--- config.mk ---
export PLATFORM = sky130hd
export DESIGN_NAME = fifo_rd_stream
export DESIGN_NICKNAME = d
export VERILOG_FILES = /design/src/rtl/fifo_rd_stream_pkg.sv /design/src/rtl/fifo_rd_stream.sv
export SDC_FILE = /design/constraint.sdc
export NUM_CORES = 1
export LEC_CHECK = 0
export CORE_MARGIN = 3
export CORE_UTILIZATION = 48
export DETAILED_ROUTE_END_ITERATION = 7
export PLACE_DENSITY = 0.86
export SLEW_MARGIN = 20
export SYNTH_ARGS = -nofsm -noshare
export SYNTH_HDL_FRONTEND = slang
export SYNTH_SLANG_ARGS = --single-unit
--- constraint.sdc ---
create_clock -name rclk -period 2.3 [get_ports rclk]
set_input_delay 0.46 -clock rclk [delete_from_list [all_inputs] [get_ports rclk]]
set_output_delay 0.46 -clock rclk [all_outputs]
set_load 0.005 [all_outputs]
--- src/rtl/fifo_rd_stream_pkg.sv ---
// fifo_rd_stream_pkg
//   Shared definitions for the async FIFO stream adapters.
//   - buf_state_e : occupancy state of the 2-entry output buffer. The
//                   encoding equals the occupancy count, so it can drive a
//                   level output directly. The write-side adapter uses the
//                   same encoding.
//   - DATAWIDTH_DEF / CNTW_DEF : default data and counter widths, shared
//                   with the FIFO top level.
package fifo_rd_stream_pkg;

    typedef enum logic [1:0] {
        ST_EMPTY = 2'b00,
        ST_ONE   = 2'b01,
        ST_TWO   = 2'b10
    } buf_state_e;

    localparam int unsigned DATAWIDTH_DEF = 8;
    localparam int unsigned CNTW_DEF      = 16;

endpackage

--- src/rtl/fifo_rd_stream.sv ---
// fifo_rd_stream
//   Read-side adapter for the async FIFO, in the rclk domain. It turns the
//   FIFO's rinc/rempty/rdata port into a registered valid/ready stream
//   through a 2-entry buffer (head + skid), which keeps one word per cycle
//   of throughput while the FIFO pop request never depends on m_ready.
//
// Ports
//   rclk, rrst_n     read clock, asynchronous active-low reset
//   rempty, rdata    FIFO status and combinational read data
//   rinc             FIFO pop request
//   flush            synchronous buffer clear (FIFO contents untouched)
//   m_valid, m_data  output stream, head-of-buffer word
//   m_ready          consumer accepts the head word this cycle
//   level            buffer occupancy, 0..2
//   rd_count         words delivered, modulo 2^cntw (not cleared by flush)
module fifo_rd_stream
    import fifo_rd_stream_pkg::*;
#(
    parameter int unsigned datawidth = DATAWIDTH_DEF,
    parameter int unsigned cntw      = CNTW_DEF
) (
    input  logic                 rclk,
    input  logic                 rrst_n,
    input  logic                 rempty,
    input  logic [datawidth-1:0] rdata,
    output logic                 rinc,
    input  logic                 flush,
    output logic                 m_valid,
    output logic [datawidth-1:0] m_data,
    input  logic                 m_ready,
    output logic [1:0]           level,
    output logic [cntw-1:0]      rd_count
);

    buf_state_e           state;
    logic [datawidth-1:0] skid;
    logic                 push;
    logic                 pop;

    // The pop request looks only at registered state, rempty and flush, so
    // the consumer's m_ready never reaches the FIFO read pointer logic.
    // rrst_n forces it low while reset is held.
    always_comb begin
        rinc = rrst_n & ~rempty & ~flush & (state != ST_TWO);
        push = rinc;
        pop  = m_valid & m_ready & ~flush;
    end

    // State encoding equals occupancy.
    assign level = state;

    always_ff @(posedge rclk or negedge rrst_n) begin
        if (!rrst_n) begin
            state   <= ST_EMPTY;
            m_valid <= 1'b0;
            m_data  <= '0;
            skid    <= '0;
        end else if (flush) begin
            state   <= ST_EMPTY;
            m_valid <= 1'b0;
        end else begin
            case (state)
                ST_EMPTY: begin
                    if (push) begin
                        state   <= ST_ONE;
                        m_valid <= 1'b1;
                        m_data  <= rdata;
                    end
                end
                ST_ONE: begin
                    if (push && !pop) begin
                        state <= ST_TWO;
                        skid  <= rdata;
                    end else if (push && pop) begin
                        m_data <= rdata;
                    end else if (!push && pop) begin
                        state   <= ST_EMPTY;
                        m_valid <= 1'b0;
                    end
                end
                ST_TWO: begin
                    // rinc is low here, so only a pop can move the state.
                    if (pop) begin
                        state  <= ST_ONE;
                        m_data <= skid;
                    end
                end
                default: begin
                    state   <= ST_EMPTY;
                    m_valid <= 1'b0;
                end
            endcase
        end
    end

    always_ff @(posedge rclk or negedge rrst_n) begin
        if (!rrst_n) begin
            rd_count <= '0;
        end else if (pop) begin
            rd_count <= rd_count + cntw'(1);
        end
    end

endmodule

==> summary.md <==
| Metric | Value |
|---|---|
| Hold EP | rd_count[15]$_DFFE_PN0P_ |
| Min-delay src | rd_count[15]$_DFFE_PN0P_ |
| Iter 0 DRT Violations | 77 |
| Fill cell count | 232 |
| Number of global-route vias before repair | 1,229 |
| CTS clk-pin slew, worst paths | 0.10 ns |
| Wirelength per Cell | 15.5 um |
| Initial core utilization | 0.516 |
| Share of layout cells above drive strength 1 | 0.257 |
| Layout net count | 193 |
| Synth area leaders | dfrtp_1 54%, mux2_2 17%, xnor2_1 5.4%, xor2_1 2.7%, nand2_1 2.3% |
| Final setup violation count | 0 |
| Critical path's largest stage delay | 0.51 ns |
| Yosys reg bits | 35 |
| Placer congestion estimate | 0.840 |
| Synth Warn # | 0 |
| Share of the synthesized area in the top cell type | 0.543 |
| Critical path's top delay family | buffers and inverters |
| Worst Hold Class | reg -> reg |
| DRC viols | 0 |
| DR vias/cell | 5.26 |
| Drt first pass iters | 4 |
| Root Buffer | clkbuf_4 |
| Core Rows | 20 |
| Worst r2r src | level[1]$_DFFE_PN0P_ |
| Outcome | completed |
| CTS Buf Count | 5 |
| Tot Pwr | 0.00153 W |
| WHS | 0.473 ns |
| Largest net degree at the start of global routing | 21 |
| Fin. Hold Viols | 0 |
| Most frequent cells in the layout | 39 x clkdlybuf4s50_1, 35 x dfrtp_1, 24 x mux2_2, 10 x nand2_1, 10 x xnor2_1 |
| Die height | 64.0 um |
| Pwr dens | 699 nW/um^2 |
| Area of the mapped netlist | 1610 um^2 |
| Critical Path Fanout Max | 3 |
| Yosys top cell by area | dfrtp_1 |
| Leakage Power | 0.949 nW |
| Die ar. | 4090 um^2 |
| Buffers on Ports | 40 |
| Global Route Usage Sum | 0.190 |
| Hold Path Stages | 1 |
| Core ar. | 3130 um^2 |
| TritonCTS clock tree | done |
| Final period utilization | 0.911 |
| Setup bufs post-CTS | 0 |
| Most common cell after layout, fill and taps aside | clkdlybuf4s50_1 |
| Crit-path cells | clkdlybuf4s50_1, or2b_4, nor3_1, dlygate4sd2_1 |
| Critical path type | in -> out |
| Max Cap Violations | 0 |
| FF-to-FF End | m_data[3]$_DFFE_PN0P_ |
| CP max-delay cell | clkdlybuf4s50_1 |
| Syn avg cell area | 12.9 um^2 |
| Critical Path AT | 1.64 ns |
| WP data required | 1.84 ns |
| Grt ovf | 0 |
| Sequential element share of the synthesized area | 0.543 |
| Worst VDD drop | 0.000431 V |
| H-tree depth | 2 |
| Routed WL | 3460 um |
| Post-synth cell types | 30 |
| Worst Tran Pin Value | 0.499 ns |
| Worst clock skew | 0.0138 ns |
| Antenna violations before repair | 0 |
| Via count | 1,173 |
| Max-slew headroom | 0.664 |
| RSZ-0062 raised after global routing | no |
| Clock Path Buffers | 2 |
| Buf+Inv Stages, Crit Path | 2 |
| Boundary Pins | 41 |
| Global-route wire length before repair | 5810 um |
| Die Wd | 64.0 um |
| Syn nets | 139 |
| Num Clock Sinks | 35 |
| Syn Inst Count | 125 |
| R2R depth | 5 |
| Clock Latency Late Sink | 0.34 ns |
| Startpoint Class | input pin |
| Critical path endpoint category | output port |
| Maximum clock frequency | 477 MHz |
| # diodes | 0 |
| Slew Viols, Final | 0 |
| ANT nets after route | 0 |
| Fin crit period | 2.10 ns |
| Syn-to-layout area delta | 35.3% |
| Worst reg2reg setup slack | 0.36 ns |
| Post-detail-place hpwl | 2530 um |
[report_power, final]
part | internal, W | total [W] | leakage (nW) | switching [W]
Sequential | 0.000726 | 0.000812 | 0.456 | 0.0000865
Clock | 0.000141 | 0.000342 | 0.0341 | 0.000201
Combinational | 0.000248 | 0.000371 | 0.459 | 0.000123
Total | 0.00112 | 0.00153 | 0.949 | 0.000410
[worst max path at each step]
stage / from / to / slack [ns] / cells past startpoint
floorplan: rrst_n / m_data[0]$_DFFE_PN0P_ / 0.45 / 4
global placement: rrst_n / m_data[7]$_DFFE_PN0P_ / -0.12 / 5
detailed placement: rrst_n / m_data[5]$_DFFE_PN0P_ / -0.15 / 5
CTS: rrst_n / rinc / 0.18 / 4
global route: rrst_n / m_data[3]$_DFFE_PN0P_ / 0.12 / 6
finish: rrst_n / rinc / 0.20 / 4
[stage by stage]
step	TNS, ns	setup slack [ns]	std cells	cell area, um^2	utilization
final	0	0.204	223	2180	0.698
after global routing	0	0.116	223	2180	0.698
after CTS	0	0.182	223	2180	0.698
after detailed placement	-1.20	-0.146	216	2130	0.680
after global placement	-1.00	-0.119	216	2130	0.680
after floorplan	0	0.455	125	1610	-
[cell usage after synthesis]
cell	instances
dfrtp_1	35
mux2_2	24
nand2_1	10
xnor2_1	10
nand3_1	5
nor2_1	5
xor2_1	5
a21oi_1	3
nor3_1	3
and3_1	2
inv_1	2
nand4_1	2
o21bai_1	2
a211oi_1	1
a21oi_4	1
a31oi_1	1
buf_1	1
buf_2	1
ha_1	1
mux2_1	1
nand3b_1	1
nand3b_4	1
nand4b_1	1
nor2b_1	1
nor4_1	1
nor4_2	1
nor4_4	1
nor4b_1	1
or2b_4	1
or3_4	1
[routing by layer]
metal	GRT usage	vias to the layer above	wire length, um
met4	0.0889	0	82
met1	0.227	589	1420
met3	0.0527	7	153
met2	0.317	28	1800
met5	0	-	0
li1	-	549	-
[final cells by class]
| type | instances | area (um^2) | share of cell area |
|---|---|---|---|
| clock buffer | 6 | 51.3 | 0.0235 |
| clock inverter | 1 | 5.00 | 0.00229 |
| inverter | 2 | 7.51 | 0.00344 |
| multi-input combinational | 86 | 721 | 0.330 |
| sequential | 35 | 876 | 0.401 |
| tap | 44 | 55.1 | 0.0252 |
| timing repair buffer | 49 | 467 | 0.214 |
[state kept, by name, summed over array words and instances (netlist names)]
register and count:
rd_count 16, m_data 8, skid 8, level 2, m_valid 1
[worst reg2reg max path: stages (launching register included)]
cell     delay, ns
dfrtp_1       0.52
nor2b_1       0.22
buf_4         0.22
a31oi_1       0.17
a21oi_4       0.32
mux2_2        0.38
[timing repair]
| action | 4_1_cts | 5_1_grt |
|---|---|---|
| endpoints found under the setup margin | 1 | 0 |
| hold buffers | 0 | 0 |
| resized for setup | 1 | 0 |
[cells by family (layout without fill, tap and decap cells)]
kind of cell               Yosys count  in the layout  synth area share
xor gates and xnor gates            15             15            0.0815
AOI/OAI and AO/OA                    8              8            0.0372
DFF                                 35             35             0.543
and+or+nand+nor                     37             37             0.146
buffers and inverters                4             58            0.0101
adders and majority gates            1              1           0.00776
muxes                               25             25             0.175
Power figures use the tool's default switching activity.
